[config.mk]
export PLATFORM = sky130hd
export DESIGN_NAME = pea_invoke_scheduler
export DESIGN_NICKNAME = d
export VERILOG_FILES = /design/src/rtl/pea_invoke_scheduler_pkg.sv /design/src/rtl/pea_invoke_scheduler_arbiter.sv /design/src/rtl/pea_invoke_scheduler.sv
export SDC_FILE = /design/constraint.sdc
export NUM_CORES = 1
export LEC_CHECK = 0
export CELL_PAD_IN_SITES_DETAIL_PLACEMENT = 0
export CELL_PAD_IN_SITES_GLOBAL_PLACEMENT = 2
export CORE_MARGIN = 10
export CORE_UTILIZATION = 27
export DETAILED_ROUTE_END_ITERATION = 12
export GPL_TIMING_DRIVEN = 0
export PLACE_DENSITY_LB_ADDON = 0.1
export SETUP_SLACK_MARGIN = 0.5
export SYNTH_ARGS = -nofsm -noshare
export SYNTH_HDL_FRONTEND = slang
export SYNTH_SLANG_ARGS = --single-unit
[constraint.sdc]
create_clock -name clk -period 2.6 [get_ports clk]
set_clock_uncertainty 0.05 [all_clocks]
set_input_delay 0.52 -clock clk [delete_from_list [all_inputs] [get_ports clk]]
set_output_delay 0.52 -clock clk [all_outputs]
set_load 0.005 [all_outputs]
[src/rtl/pea_invoke_scheduler_pkg.sv]
// Shared definitions for the PEA invoke scheduler.
//   pea_state_e : controller state encoding (3 bits)
//   WD_W        : watchdog counter width (covers TIMEOUT up to 65535)
//   ch_width()  : channel-index width, ceil(log2(n)) with a minimum of 1
package pea_pkg;

  typedef enum logic [2:0] {
    S_IDLE  = 3'd0,
    S_ARB   = 3'd1,
    S_START = 3'd2,
    S_WAIT  = 3'd3,
    S_ABORT = 3'd4
  } pea_state_e;

  localparam int unsigned WD_W = 16;

  function automatic int unsigned ch_width(input int unsigned n);
    int unsigned w;
    w = 1;
    while ((32'd1 << w) < n) w++;
    return w;
  endfunction

endpackage

[src/rtl/pea_invoke_scheduler_arbiter.sv]
// Round-robin channel picker (purely combinational).
//   ready_i       : per-channel ready vector
//   rr_ptr_i      : channel to search from first
//   grant_o       : first ready channel at or after rr_ptr_i, with wrap
//   grant_valid_o : 1 when any channel is ready
module pea_rr_arbiter #(
  parameter int unsigned NUM_CH = 2,
  parameter int unsigned CH_W   = 1
) (
  input  logic [NUM_CH-1:0] ready_i,
  input  logic [CH_W-1:0]   rr_ptr_i,
  output logic [CH_W-1:0]   grant_o,
  output logic              grant_valid_o
);

  int unsigned       idx;
  logic [CH_W-1:0]   idx_w;

  always_comb begin
    grant_o       = '0;
    grant_valid_o = 1'b0;
    idx           = 0;
    idx_w         = '0;
    for (int unsigned k = 0; k < NUM_CH; k++) begin
      idx = 32'(rr_ptr_i) + k;
      if (idx >= NUM_CH) idx = idx - NUM_CH;
      idx_w = CH_W'(idx);
      if (!grant_valid_o && ready_i[idx_w]) begin
        grant_o       = idx_w;
        grant_valid_o = 1'b1;
      end
    end
  end

endmodule

[src/rtl/pea_invoke_scheduler.sv]
// Multi-channel PEA invoke controller: starts one firing at a time in
// round-robin order and aborts firings that exceed the watchdog limit.
//   clk, rst (async, active low), soft_clr (sync clear, highest priority)
//   invoke/command_pop/out_free : per-channel request and FIFO status
//   done_fsm                    : per-channel completion pulse
//   start_fsm/abort_fsm         : one-hot pulses to the granted channel
//   FC                          : granted firing completed normally
//   busy, grant_id              : activity and current/last grant
//   fire_cnt/abort_cnt          : saturating event counters
//   err_sticky                  : per-channel timeout history
module pea_invoke_scheduler
  import pea_pkg::*;
#(
  parameter  int unsigned NUM_CH    = 2,
  parameter  int unsigned word_size = 16,
  parameter  int unsigned TIMEOUT   = 255,
  parameter  int unsigned CNT_W     = 16,
  localparam int unsigned CH_W      = ch_width(NUM_CH)
) (
  input  logic                        clk,
  input  logic                        rst,
  input  logic                        soft_clr,
  input  logic [NUM_CH-1:0]           invoke,
  input  logic [NUM_CH*word_size-1:0] command_pop,
  input  logic [NUM_CH*word_size-1:0] out_free,
  input  logic [NUM_CH-1:0]           done_fsm,
  output logic [NUM_CH-1:0]           start_fsm,
  output logic [NUM_CH-1:0]           abort_fsm,
  output logic                        FC,
  output logic                        busy,
  output logic [CH_W-1:0]             grant_id,
  output logic [CNT_W-1:0]            fire_cnt,
  output logic [CNT_W-1:0]            abort_cnt,
  output logic [NUM_CH-1:0]           err_sticky
);

  // Free-word compare is done at least 2 bits wide so a 1-bit population
  // can never alias the threshold.
  localparam int unsigned FW = (word_size > 2) ? word_size : 2;

  pea_state_e         state_q, state_d;
  logic [CH_W-1:0]    grant_q, grant_d;
  logic [CH_W-1:0]    rr_q, rr_d;
  logic [WD_W-1:0]    wd_q, wd_d;
  logic               fc_q, fc_d;
  logic [CNT_W-1:0]   fire_q, fire_d;
  logic [CNT_W-1:0]   abort_q, abort_d;
  logic [NUM_CH-1:0]  err_q, err_d;

  logic [NUM_CH-1:0]  ready;
  logic [FW-1:0]      free_w;
  logic [NUM_CH-1:0]  gnt_oh;
  logic [CH_W-1:0]    arb_grant;
  logic               arb_valid;
  logic               done_g;

  always_comb begin
    ready  = '0;
    free_w = '0;
    for (int unsigned i = 0; i < NUM_CH; i++) begin
      free_w   = FW'(out_free[i*word_size +: word_size]);
      ready[i] = invoke[i] && (command_pop[i*word_size +: word_size] != '0)
                 && (free_w >= FW'(2));
    end
  end

  always_comb begin
    gnt_oh = '0;
    for (int unsigned i = 0; i < NUM_CH; i++) begin
      gnt_oh[i] = (grant_q == CH_W'(i));
    end
  end

  assign done_g = |(done_fsm & gnt_oh);

  pea_rr_arbiter #(
    .NUM_CH (NUM_CH),
    .CH_W   (CH_W)
  ) u_arb (
    .ready_i       (ready),
    .rr_ptr_i      (rr_q),
    .grant_o       (arb_grant),
    .grant_valid_o (arb_valid)
  );

  always_comb begin
    state_d   = state_q;
    grant_d   = grant_q;
    rr_d      = rr_q;
    wd_d      = wd_q;
    fc_d      = 1'b0;
    fire_d    = fire_q;
    abort_d   = abort_q;
    err_d     = err_q;
    start_fsm = '0;
    abort_fsm = '0;
    case (state_q)
      S_IDLE: begin
        if (|ready) state_d = S_ARB;
      end
      S_ARB: begin
        if (arb_valid) begin
          grant_d = arb_grant;
          rr_d    = (arb_grant == CH_W'(NUM_CH - 1)) ? '0 : arb_grant + CH_W'(1);
          state_d = S_START;
        end else begin
          state_d = S_IDLE;
        end
      end
      S_START: begin
        start_fsm = gnt_oh;
        wd_d      = '0;
        state_d   = S_WAIT;
      end
      S_WAIT: begin
        // Completion is tested first so a done on the expiry cycle wins.
        if (done_g) begin
          fc_d    = 1'b1;
          fire_d  = (fire_q == '1) ? fire_q : fire_q + CNT_W'(1);
          state_d = S_IDLE;
        end else if (wd_q == WD_W'(TIMEOUT - 1)) begin
          state_d = S_ABORT;
        end else begin
          wd_d = wd_q + WD_W'(1);
        end
      end
      S_ABORT: begin
        abort_fsm = gnt_oh;
        err_d     = err_q | gnt_oh;
        abort_d   = (abort_q == '1) ? abort_q : abort_q + CNT_W'(1);
        state_d   = S_IDLE;
      end
      default: state_d = S_IDLE;
    endcase
  end

  always_ff @(posedge clk or negedge rst) begin
    if (!rst) begin
      state_q <= S_IDLE;
      grant_q <= '0;
      rr_q    <= '0;
      wd_q    <= '0;
      fc_q    <= 1'b0;
      fire_q  <= '0;
      abort_q <= '0;
      err_q   <= '0;
    end else if (soft_clr) begin
      state_q <= S_IDLE;
      grant_q <= '0;
      rr_q    <= '0;
      wd_q    <= '0;
      fc_q    <= 1'b0;
      fire_q  <= '0;
      abort_q <= '0;
      err_q   <= '0;
    end else begin
      state_q <= state_d;
      grant_q <= grant_d;
      rr_q    <= rr_d;
      wd_q    <= wd_d;
      fc_q    <= fc_d;
      fire_q  <= fire_d;
      abort_q <= abort_d;
      err_q   <= err_d;
    end
  end

  assign FC         = fc_q;
  assign busy       = (state_q != S_IDLE);
  assign grant_id   = grant_q;
  assign fire_cnt   = fire_q;
  assign abort_cnt  = abort_q;
  assign err_sticky = err_q;

endmodule

==> flow_summary.toml, run 1 <==
[yosys]
ys_seq_area_share_pct = 41.40
syn_area_mm2 = 0.003384
synth_cell_types = 57
avgSynthCellArea_um2 = 9.222
yosysWarnings = 0
synth_nets = 442
synth_edf_count = 0
ys_ff_latch = 56
synth_flop_cell = "dfrtp_1"
synth-async-reset-ratio_pct = 100.0
syn_inst = 367

[floorplanning]
die-area_mm2 = 0.01741
die_x_um = 132.0
initial_core_util_pct = 27.83
core_mm2 = 0.01216
rows = 40
fp.dieH_um = 132.0
io_pins = 112

[clocking]
numCtsBuffers = 5
clk_pin_slew_worst_paths_ns = 0.08
clockBufferDepth = 2
clk_latency_ns = 0.31
cts-root-buf = "clkbuf_16"
clock-sinks = 56
cts_tree = "built"
htreeDepth = 2

[power_and_ir_drop]
peakVddDrop_mv = 0.2280
total_leakage_power_nw = 2.049
power.density_mw_per_mm2 = 385.8

[route]
vias = 3395
drc = 0
detail-route-antenna-nets = 0
drt-vias-per-instance = 5.045
wire_per_inst_um = 16.68
first_pass_iters = 4
first_iter_violations = 183
wl_um = 11220

[global_routing]
grt_pass1_vias = 3356
grt_max_degree = 35
grt.total_usage_pct = 12.28
overflow = 0
antenna_found_initial = 0
grt_pass1_wl_um = 17780

[sta]
slew_violations = 0
period_needed_ns = 2.126
min_period_over_period_pct = 81.78
setup_tns_ns = 0
hold_viol = 0
max_freq_mhz = 470.3
tightest_slew_ns = 0.7405
finalSetupViolCount = 0
relSlewSlack_pct = 50.30
rsz0062_at_grt = "true"

[worst_setup_path]
path_cells = "buf_6, or3b_4, buf_6, buf_6, a41oi_2, o2111ai_2, or3_4, a21oi_2"
worst_ep_required_time_ns = 2.79
r2r-start = "state_q[0]"
worst_ep_arrival_time_ns = 2.32
cp_top_family = "simple AND/OR/NAND/NOR gates"
worst_path_max_delay_cell = "or3_4"
cp-start-kind = "flop"
crit_buf_inv = 3
crit_top_cell = "buf_6"
worstSetupPathType = "flop to flop"
crit_start = "state_q[0]"
cp_max_fo = 5
cp-end-kind = "flop"
slowest_delay_ns = 0.42

[final_layout]
fin_cells = 673
drive_above_1_share_pct = 15.84
areaGrowthSynthToFinish_pct = 52.24
multi_input_area_mm2 = 0.001988
nFillCells = 1258
nNetsFinal = 579
n_antenna_cell = 0
seq_area_mm2 = 0.001404

[run]
cap_violations = 0

[placed_design]
port_buffers = 108
gp_congestion = 0.7811
hpwlAfterDp_um = 8565
place_inst = 644

[status]
status = "finished, final reports clean"

[min_path]
hp-class = "input port to async pin"
[kinds of logic (layout without fill, tap and decap cells)]
group                      after synthesis  after routing  share of synthesized area [%]
muxes                                    7              7                          2.477
DFF                                     56             56                          41.40
buffers and inverters                   22            160                          3.142
adders and majority gates                4              4                          1.479
xor gates and xnor gates                26             26                          6.728
AOI/OAI and AO/OA                       72             72                          15.79
and+or+nand+nor                        180            180                          28.98
[state kept, by name, indices dropped and copies added (netlist names)]
signal      flops
fire_cnt       16
err_sticky      2
abort_cnt      16
grant_id        1
wd_q           16
rr_q            1
FC              1
state_q         3
[power by group]
group	leakage (nW)	switching [mW]	internal, mW
combinational	1.19	0.132	0.166
sequential	0.777	0.00485	0.876
clock	0.0815	0.349	0.460
[worst reg2reg max path, delay by kind of cell, from the launching register on]
family | cells | cell delay (ns)
simple gates | 2 | 0.78
compound gates | 3 | 0.49
buf+inv | 3 | 0.37
flops | 1 | 0.37
[synth_stat cells (2+ instances only)]
master,n,area share (%)
and3_1,17,3.1
a31o_2,4,1.0
a211oi_1,2,0.44
nor4b_1,2,0.52
dfrtp_1,56,41
and2_1,4,0.74
nand2_1,20,2.2
xnor2_1,4,1.0
o21a_1,2,0.44
buf_6,2,0.67
buf_2,4,0.59
nor3b_1,2,0.44
nand4_1,18,3.3
nor4_1,17,3.1
o21ai_0,15,2.2
o211ai_1,11,2.4
or3_1,10,1.8
o31ai_1,3,0.67
a21oi_1,14,2.1
a41oi_1,3,0.78
nand3_1,13,1.9
ha_1,4,1.5
inv_1,6,0.67
or4_1,2,0.44
nor2b_1,4,0.74
o21ai_1,2,0.30
o2111ai_1,4,1.0
xor2_1,22,5.7
nor3_1,13,1.9
and4_1,5,1.3
mux2i_1,5,1.5
nor2_1,44,4.9
clkbuf_1,9,1.0
[repair_timing]
item                                    in CTS  in global routing
pin swaps                                    3                 10
cloned                                       0                  1
endpoints found under the setup margin      23                 34
buffers inserted                             8                 12
resized for setup                           32                 34
hold buffers                                 0                  0
[per-layer routing]
metal,share of wire [%],global-route usage (%)
met1,45,15.21
met2,48,20.26
met3,6.2,3.735
met4,1.1,3.028
met5,0,0
[through the flow]
step | power (mW) | instance area, um^2 | hold WS, ns | setup WS [ns] | utilization [%]
2_1_floorplan | 0.9866 | 3385 | 0.1744 | 0.6133 | -
3_3_place_gp | 1.156 | 4676 | 0.4295 | -1.076 | 38.45
3_5_place_dp | 1.159 | 4691 | 0.4403 | 0.02464 | 38.57
4_1_cts | 2.006 | 4977 | 0.1665 | 0.4158 | 40.93
5_1_grt | 2.072 | 5152 | 0.1900 | 0.4114 | 42.37
6_report | 1.988 | 5152 | 0.1417 | 0.4737 | 42.37
[cell type report]
| cell class | instances | area share [%] |
|---|---|---|
| Clock inverter | 2 | 0.7528 |
| Timing Repair Buffer | 130 | 24.02 |
| Sequential cell | 56 | 27.25 |
| Inverter | 6 | 0.4371 |
| Tap cell | 168 | 4.080 |
| Clock buffer | 6 | 2.501 |
| Buffer | 16 | 2.380 |
| Multi-Input combinational cell | 289 | 38.59 |
[cells in the final DEF, fill, tap and decap left out, types with 6 or more instances in the layout]
| cell type | Yosys | routed |
|---|---|---|
| a21oi_1 | 14 | 11 |
| and3_1 | 17 | 17 |
| buf_4 | 1 | 23 |
| buf_6 | 2 | 6 |
| clkdlybuf4s50_1 | 0 | 100 |
| dfrtp_1 | 56 | 54 |
| inv_1 | 6 | 6 |
| nand2_1 | 20 | 20 |
| nand3_1 | 13 | 13 |
| nand4_1 | 18 | 18 |
| nor2_1 | 44 | 43 |
| nor3_1 | 13 | 12 |
| nor4_1 | 17 | 15 |
| o211ai_1 | 11 | 11 |
| o21ai_0 | 15 | 15 |
| or3_1 | 10 | 8 |
| xor2_1 | 22 | 22 |
[final timing paths]
check / endpoint / slack [ns] / cells after the start
worst min register to register: err_sticky[0] / 0.45 / 2
worst max-delay path: abort_cnt[13] / 0.47 / 8
min in group clk: err_sticky[0] / 0.45 / 2
worst min-delay path: fire_cnt[11] / 0.14 / 1
max in group asynchronous: wd_q[0] / 1.74 / 2
worst max register to register: abort_cnt[13] / 0.47 / 8
Power figures use the tool's default switching activity.
==> inputs of run 2 (changes only) <==
--- a/config.mk
+++ b/config.mk
@@ -8,7 +8,7 @@
 export CELL_PAD_IN_SITES_DETAIL_PLACEMENT = 0
 export CELL_PAD_IN_SITES_GLOBAL_PLACEMENT = 2
 export CORE_MARGIN = 10
-export CORE_UTILIZATION = 27
+export CORE_UTILIZATION = 24
 export DETAILED_ROUTE_END_ITERATION = 12
 export GPL_TIMING_DRIVEN = 0
 export PLACE_DENSITY_LB_ADDON = 0.1
==> constraint.sdc (replaced) <==
create_clock -name clk -period 1.9 [get_ports clk]
set_clock_uncertainty 0.05 [all_clocks]
set_input_delay 0.38 -clock clk [delete_from_list [all_inputs] [get_ports clk]]
set_output_delay 0.38 -clock clk [all_outputs]
set_load 0.005 [all_outputs]
==> run 2 against run 1 <==
  * The run now ends with negative setup slack left
  * Flip-flop and latch count is the same
  * Critical path type unchanged
  * Largest cell class unchanged
  * Total power grew 45%
  * Final cell count grew 19%
  * Setup slack lost 0.58 ns
==> flow_summary.toml, run 2 (synthesis results as in run 1) <==
[status]
status = "finished with violations"
violations = "negative setup slack"

[sta]
rsz0062_at_grt = "true"
min_period_over_period_pct = 105.4
setup_tns_ns = -0.6753
slew_violations = 0
tightest_slew_ns = 0.7546
hold_viol = 0
finalSetupViolCount = 13
relSlewSlack_pct = 49.69
finalWorstSetupSlack_ns = -0.1017
period_needed_ns = 2.002
holdWs_ns = 0.09817
max_freq_mhz = 499.6

[worst_setup_path]
worst_ep_required_time_ns = 2.07
cp-end-kind = "flop"
crit_start = "state_q[0]"
cp_max_fo = 9
r2r-start = "state_q[0]"
cp-start-kind = "flop"
worstSetupPathType = "flop to flop"
worst_ep_arrival_time_ns = 2.18

[power_and_ir_drop]
fin_total_pwr_mw = 2.882
intPower_mw = 2.150
total_leakage_power_nw = 2.889
clkPwrFrac_pct = 38.7
power.density_mw_per_mm2 = 425.5
p_seq_share_pct = 41.8
p_comb_share_pct = 19.5
peakVddDrop_mv = 0.3265
switchingPower_mw = 0.7322
p_sw_share_pct = 25.40

[run]
cap_violations = 0

[placed_design]
hpwlAfterDp_um = 8868
gp_congestion = 0.7588
port_buffers = 108
place_area_mm2 = 0.004901
pre_cts_slack_ns = -0.6152

[final_layout]
design_area_mm2 = 0.006773
nNetsFinal = 696
drive_above_1_share_pct = 49.68
final_cell_mix = "buf_4 (92), buf_6 (74), clkdlybuf4s50_1 (61), dfrtp_1 (46), nor2_1 (38)"
final_common_cell = "buf_4"
areaGrowthSynthToFinish_pct = 100.1
n_antenna_cell = 0
nFillCells = 1285

[global_routing]
grt_pass1_vias = 4009
grt_pass1_wl_um = 21570
grt.total_usage_pct = 13.33
antenna_found_initial = 0
grt_max_degree = 57
overflow = 0

[min_path]
hp-class = "input port to async pin"

[route]
wire_per_inst_um = 16.89
drc = 0
first_pass_iters = 4
detail-route-antenna-nets = 0
drt-vias-per-instance = 4.855
vias = 3894
first_iter_violations = 190
wl_um = 13550

[clocking]
numCtsBuffers = 5
clockBufferDepth = 2
cts-root-buf = "clkbuf_16"
htreeDepth = 2
cts_tree = "built"
clk_latency_ns = 0.31
clk_pin_slew_worst_paths_ns = 0.07
cts_hold_buf = 0
clock-sinks = 56

[floorplanning]
fp.dieH_um = 138.8
die_x_um = 138.8
initial_core_util_pct = 24.48
rows = 43
die-area_mm2 = 0.01925
io_pins = 112
core_mm2 = 0.01383
==> run 2: final cells by class <==
class	count	area [um^2]	area share [%]
buffer	16	175.2	2.586
timing repair buffer	247	2277	33.62
multi-input combinational	289	2486	36.71
clock inverter	3	47.55	0.7020
clock buffer	5	125.1	1.847
tap	180	225.2	3.325
sequential	56	1414	20.88
inverter	6	22.52	0.3325
==> run 2: power by group through the flow <==
stage,sequential [mW],combinational (mW),clock (mW)
after floorplan,1.23,0.145,0
after global placement,1.23,0.380,0
after detailed placement,1.23,0.380,0
after CTS,1.20,0.498,1.16
after global routing,1.21,0.603,1.21
final,1.20,0.562,1.11
==> run 2: through the flow <==
| stage | instances | utilization, % |
|---|---|---|
| 2_1_floorplan | 367 | - |
| 5_1_grt | 802 | 48.98 |
| 3_5_place_dp | 655 | 35.44 |
| 6_report | 802 | 48.98 |
| 4_1_cts | 770 | 45.31 |
| 3_3_place_gp | 655 | 35.46 |
==> run 2: path summary, 6_finish.rpt <==
path                       slack (ns)  cells after the start       endpoint
setup / recovery                -0.10                     10  abort_cnt[12]
hold / removal                    0.1                      1   fire_cnt[11]
setup reg to reg                -0.10                     10  abort_cnt[12]
hold reg to reg                  0.50                      1        wd_q[5]
max in group asynchronous        1.17                      1  abort_cnt[11]
min in group clk                 0.44                      3       wd_q[15]
==> run 2: routing by layer <==
layer / vias to the layer above / share of wire (%) / GRT usage, %
met5: - / 0 / 0
met3: 3 / 5.2 / 4.349
met1: 1910 / 44 / 16.11
li1: 1895 / - / -
met4: 0 / 0.37 / 1.373
met2: 86 / 50 / 23.22
==> run 2: critical path: stages (launching register included) <==
cell and delay [ns]:
dfrtp_1 0.37, buf_6 0.15, or3b_1 0.36, buf_6 0.14, buf_4 0.14, buf_4 0.13, buf_6 0.10, buf_6 0.12
nor2_4 0.11, a21oi_2 0.06, a211oi_2 0.18
==> run 2: repair_timing <==
| item | CTS | global route |
|---|---|---|
| setup buffers | 105 | 32 |
| gates cloned | 2 | 0 |
| pin swaps | 55 | 42 |
| resized for setup | 260 | 75 |
| endpoints found under the setup margin | 96 | 86 |
==> inputs of run 3 (changes only) <==
--- a/config.mk
+++ b/config.mk
@@ -5,10 +5,11 @@
 export SDC_FILE = /design/constraint.sdc
 export NUM_CORES = 1
 export LEC_CHECK = 0
+export ABC_AREA = 1
 export CELL_PAD_IN_SITES_DETAIL_PLACEMENT = 0
 export CELL_PAD_IN_SITES_GLOBAL_PLACEMENT = 2
 export CORE_MARGIN = 10
-export CORE_UTILIZATION = 24
+export CORE_UTILIZATION = 23
 export DETAILED_ROUTE_END_ITERATION = 12
 export GPL_TIMING_DRIVEN = 0
 export PLACE_DENSITY_LB_ADDON = 0.1
==> run 3 against run 2 <==
  * First-iteration DRC count rose by 12%
  * Critical path type unchanged
  * Count of clock-buffer cells in the layout rose by 2
  * Via count rose by 15%
  * Critical path depth did not move
  * Die area rose by 14%
  * Global-route usage barely moved
  * Clock power fell by 9%
  * The flow now finishes without violations
  * Final cell count rose by 25%
==> flow_summary.toml, run 3 <==
[route]
wl_um = 15330
wire_per_inst_um = 15.34
drt-vias-per-instance = 4.470
drc = 0
first_pass_iters = 4
vias = 4466
first_iter_violations = 213
detail-route-antenna-nets = 0

[worst_setup_path]
cp-start-kind = "flop"
worst_ep_required_time_ns = 2.09
cp-end-kind = "flop"
cp_max_fo = 5
worstSetupPathType = "flop to flop"
worst_ep_arrival_time_ns = 1.91

[yosys]
synthTopCellsByArea = "dfrtp_1 (37%), nand2_1 (14%), nor2_1 (8.1%), nand3_1 (6.0%), inv_1 (4.9%)"
post-synth-top-area-cell = "dfrtp_1"
yosysWarnings = 0
synth_cell_types = 38
synth_edf_count = 0
synth.top_cell.area_share_pct = 37.06
synth-async-reset-ratio_pct = 100.0
syn_inst = 548
syn_area_mm2 = 0.003781
synth_flop_cell = "dfrtp_1"
ys_seq_area_share_pct = 37.06
ys_ff_latch = 56
avgSynthCellArea_um2 = 6.900
synth_common_cells = "nand2_1 (146), nor2_1 (82), dfrtp_1 (56)"
synth_nets = 623
yosysMostFrequentCell = "nand2_1"

[placed_design]
hpwlAfterDp_um = 10350
port_buffers = 109
gp_congestion = 0.7967
pre_cts_slack_ns = -0.3004

[power_and_ir_drop]
total_leakage_power_nw = 3.292
power.density_mw_per_mm2 = 428.1
peakVddDrop_mv = 0.3265

[global_routing]
grt_max_degree = 57
antenna_found_initial = 0
overflow = 0
grt.total_usage_pct = 13.31
grt_pass1_wl_um = 23670
grt_pass1_vias = 4527

[sta]
finalSetupViolCount = 0
relSlewSlack_pct = 47.35
min_period_over_period_pct = 90.18
tightest_slew_ns = 0.7897
rsz0062_at_grt = "true"
hold_viol = 0
setup_tns_ns = 0
max_freq_mhz = 583.6
holdWs_ns = 0.1060
period_needed_ns = 1.713
finalWorstSetupSlack_ns = 0.1865
slew_violations = 0

[floorplanning]
fp.dieH_um = 148.2
die-area_mm2 = 0.02197
io_pins = 112
core_mm2 = 0.01600
die_x_um = 148.2
initial_core_util_pct = 23.63
rows = 46

[final_layout]
drive_above_1_share_pct = 44.06
final_cell_mix = "nand2_1 (100), buf_4 (76), nor2_1 (70), buf_6 (52), clkdlybuf4s50_1 (43)"
nFillCells = 1633
n_antenna_cell = 0
nNetsFinal = 857
final_common_cell = "nand2_1"
areaGrowthSynthToFinish_pct = 89.44

[min_path]
hp-class = "input port to async pin"

[clocking]
cts_hold_buf = 0
clk_latency_ns = 0.31
clockBufferDepth = 2
numCtsBuffers = 5
cts_tree = "built"
clock-sinks = 56
htreeDepth = 2
clk_pin_slew_worst_paths_ns = 0.08
cts-root-buf = "clkbuf_16"

[run]
cap_violations = 0

[status]
status = "finished, final reports clean"
-- run 3: cell types whose count changed in the layout (fill, tap and decap cells not counted), sizes merged, moves of 17 or more --
cell and change:
buf -25, clkdlybuf4s50 -18, dlymetal6s2s +23, inv +52
nand2 +132, nand3 +35, nor2 +39, nor4 -17
o21ai +24
-- run 3: worst max-delay path, cell delays in order (launching register included) --
cell and delay [ns]:
dfrtp_2 0.42, ha_4 0.17, nand3_4 0.09, nor2_4 0.12, nand3_2 0.11, o21ai_4 0.22, nand2_4 0.14, clkinv_4 0.11
clkbuf_16 0.15, nand2_2 0.05, o21ai_2 0.04
-- run 3: cell type report --
type / instances / area [um^2] / share of cell area [%]
inverter: 59 / 241.5 / 3.371
timing repair buffer: 227 / 2275 / 31.76
sequential: 56 / 1436 / 20.05
buffer: 12 / 141.4 / 1.974
clock buffer: 7 / 142.6 / 1.991
multi-input combinational: 421 / 2649 / 36.98
tap: 216 / 270.3 / 3.773
clock inverter: 1 / 7.507 / 0.1048
-- run 3: kinds of logic (layout without fill, tap and decap cells) --
group | after synthesis | in the layout | synth area share (%)
buffers and inverters | 71 | 306 | 8.008
AOI/OAI and AO/OA | 57 | 57 | 9.299
adders and majority gates | 4 | 4 | 1.324
and+or+nand+nor | 341 | 341 | 39.91
xor gates and xnor gates | 19 | 19 | 4.401
DFF | 56 | 56 | 37.06
-- run 3: per-stage QoR --
stage               utilization (%)  total power [mW]  instance area, um^2  cells
CTS                           39.88             2.951                 6381    966
global placement              33.01             1.745                 5281    873
global route                  44.77             3.223                 7163    999
finish                        44.77             3.066                 7163    999
detailed placement            32.99             1.744                 5279    873
floorplan                         -             1.461                 3920    548
-- run 3: metal layers --
layer | GRT usage (%) | vias to the layer above | wire length (um)
li1 | - | 2271 | -
met1 | 15.52 | 2105 | 6601
met2 | 23.88 | 73 | 7845
met3 | 3.307 | 17 | 648
met4 | 3.072 | 0 | 233
met5 | 0 | - | 0
-- run 3: final timing paths --
path | startpoint | to | slack (ns) | cells after the start
setup / recovery | abort_cnt[0] | abort_cnt[13] | 0.19 | 10
setup reg to reg | abort_cnt[0] | abort_cnt[13] | 0.19 | 10
max in group asynchronous | rst | abort_cnt[2] | 1.12 | 1
min in group clk | err_sticky[1] | err_sticky[1] | 0.46 | 1
hold reg to reg | err_sticky[1] | err_sticky[1] | 0.46 | 1
hold / removal | rst | fire_cnt[11] | 0.11 | 1
-- run 3: power by group --
group | switching, mW | internal [mW] | total (mW)
Clock | 0.481 | 0.529 | 1.01
Combinational | 0.377 | 0.439 | 0.815
Sequential | 0.0295 | 1.21 | 1.24
-- run 3: timing repair --
action	CTS	global route
setup buffers	82	30
endpoints found under the hold margin	0	0
setup endpoints to repair	96	86
gates cloned	3	3
gates resized for setup	237	157
pin swaps	12	68
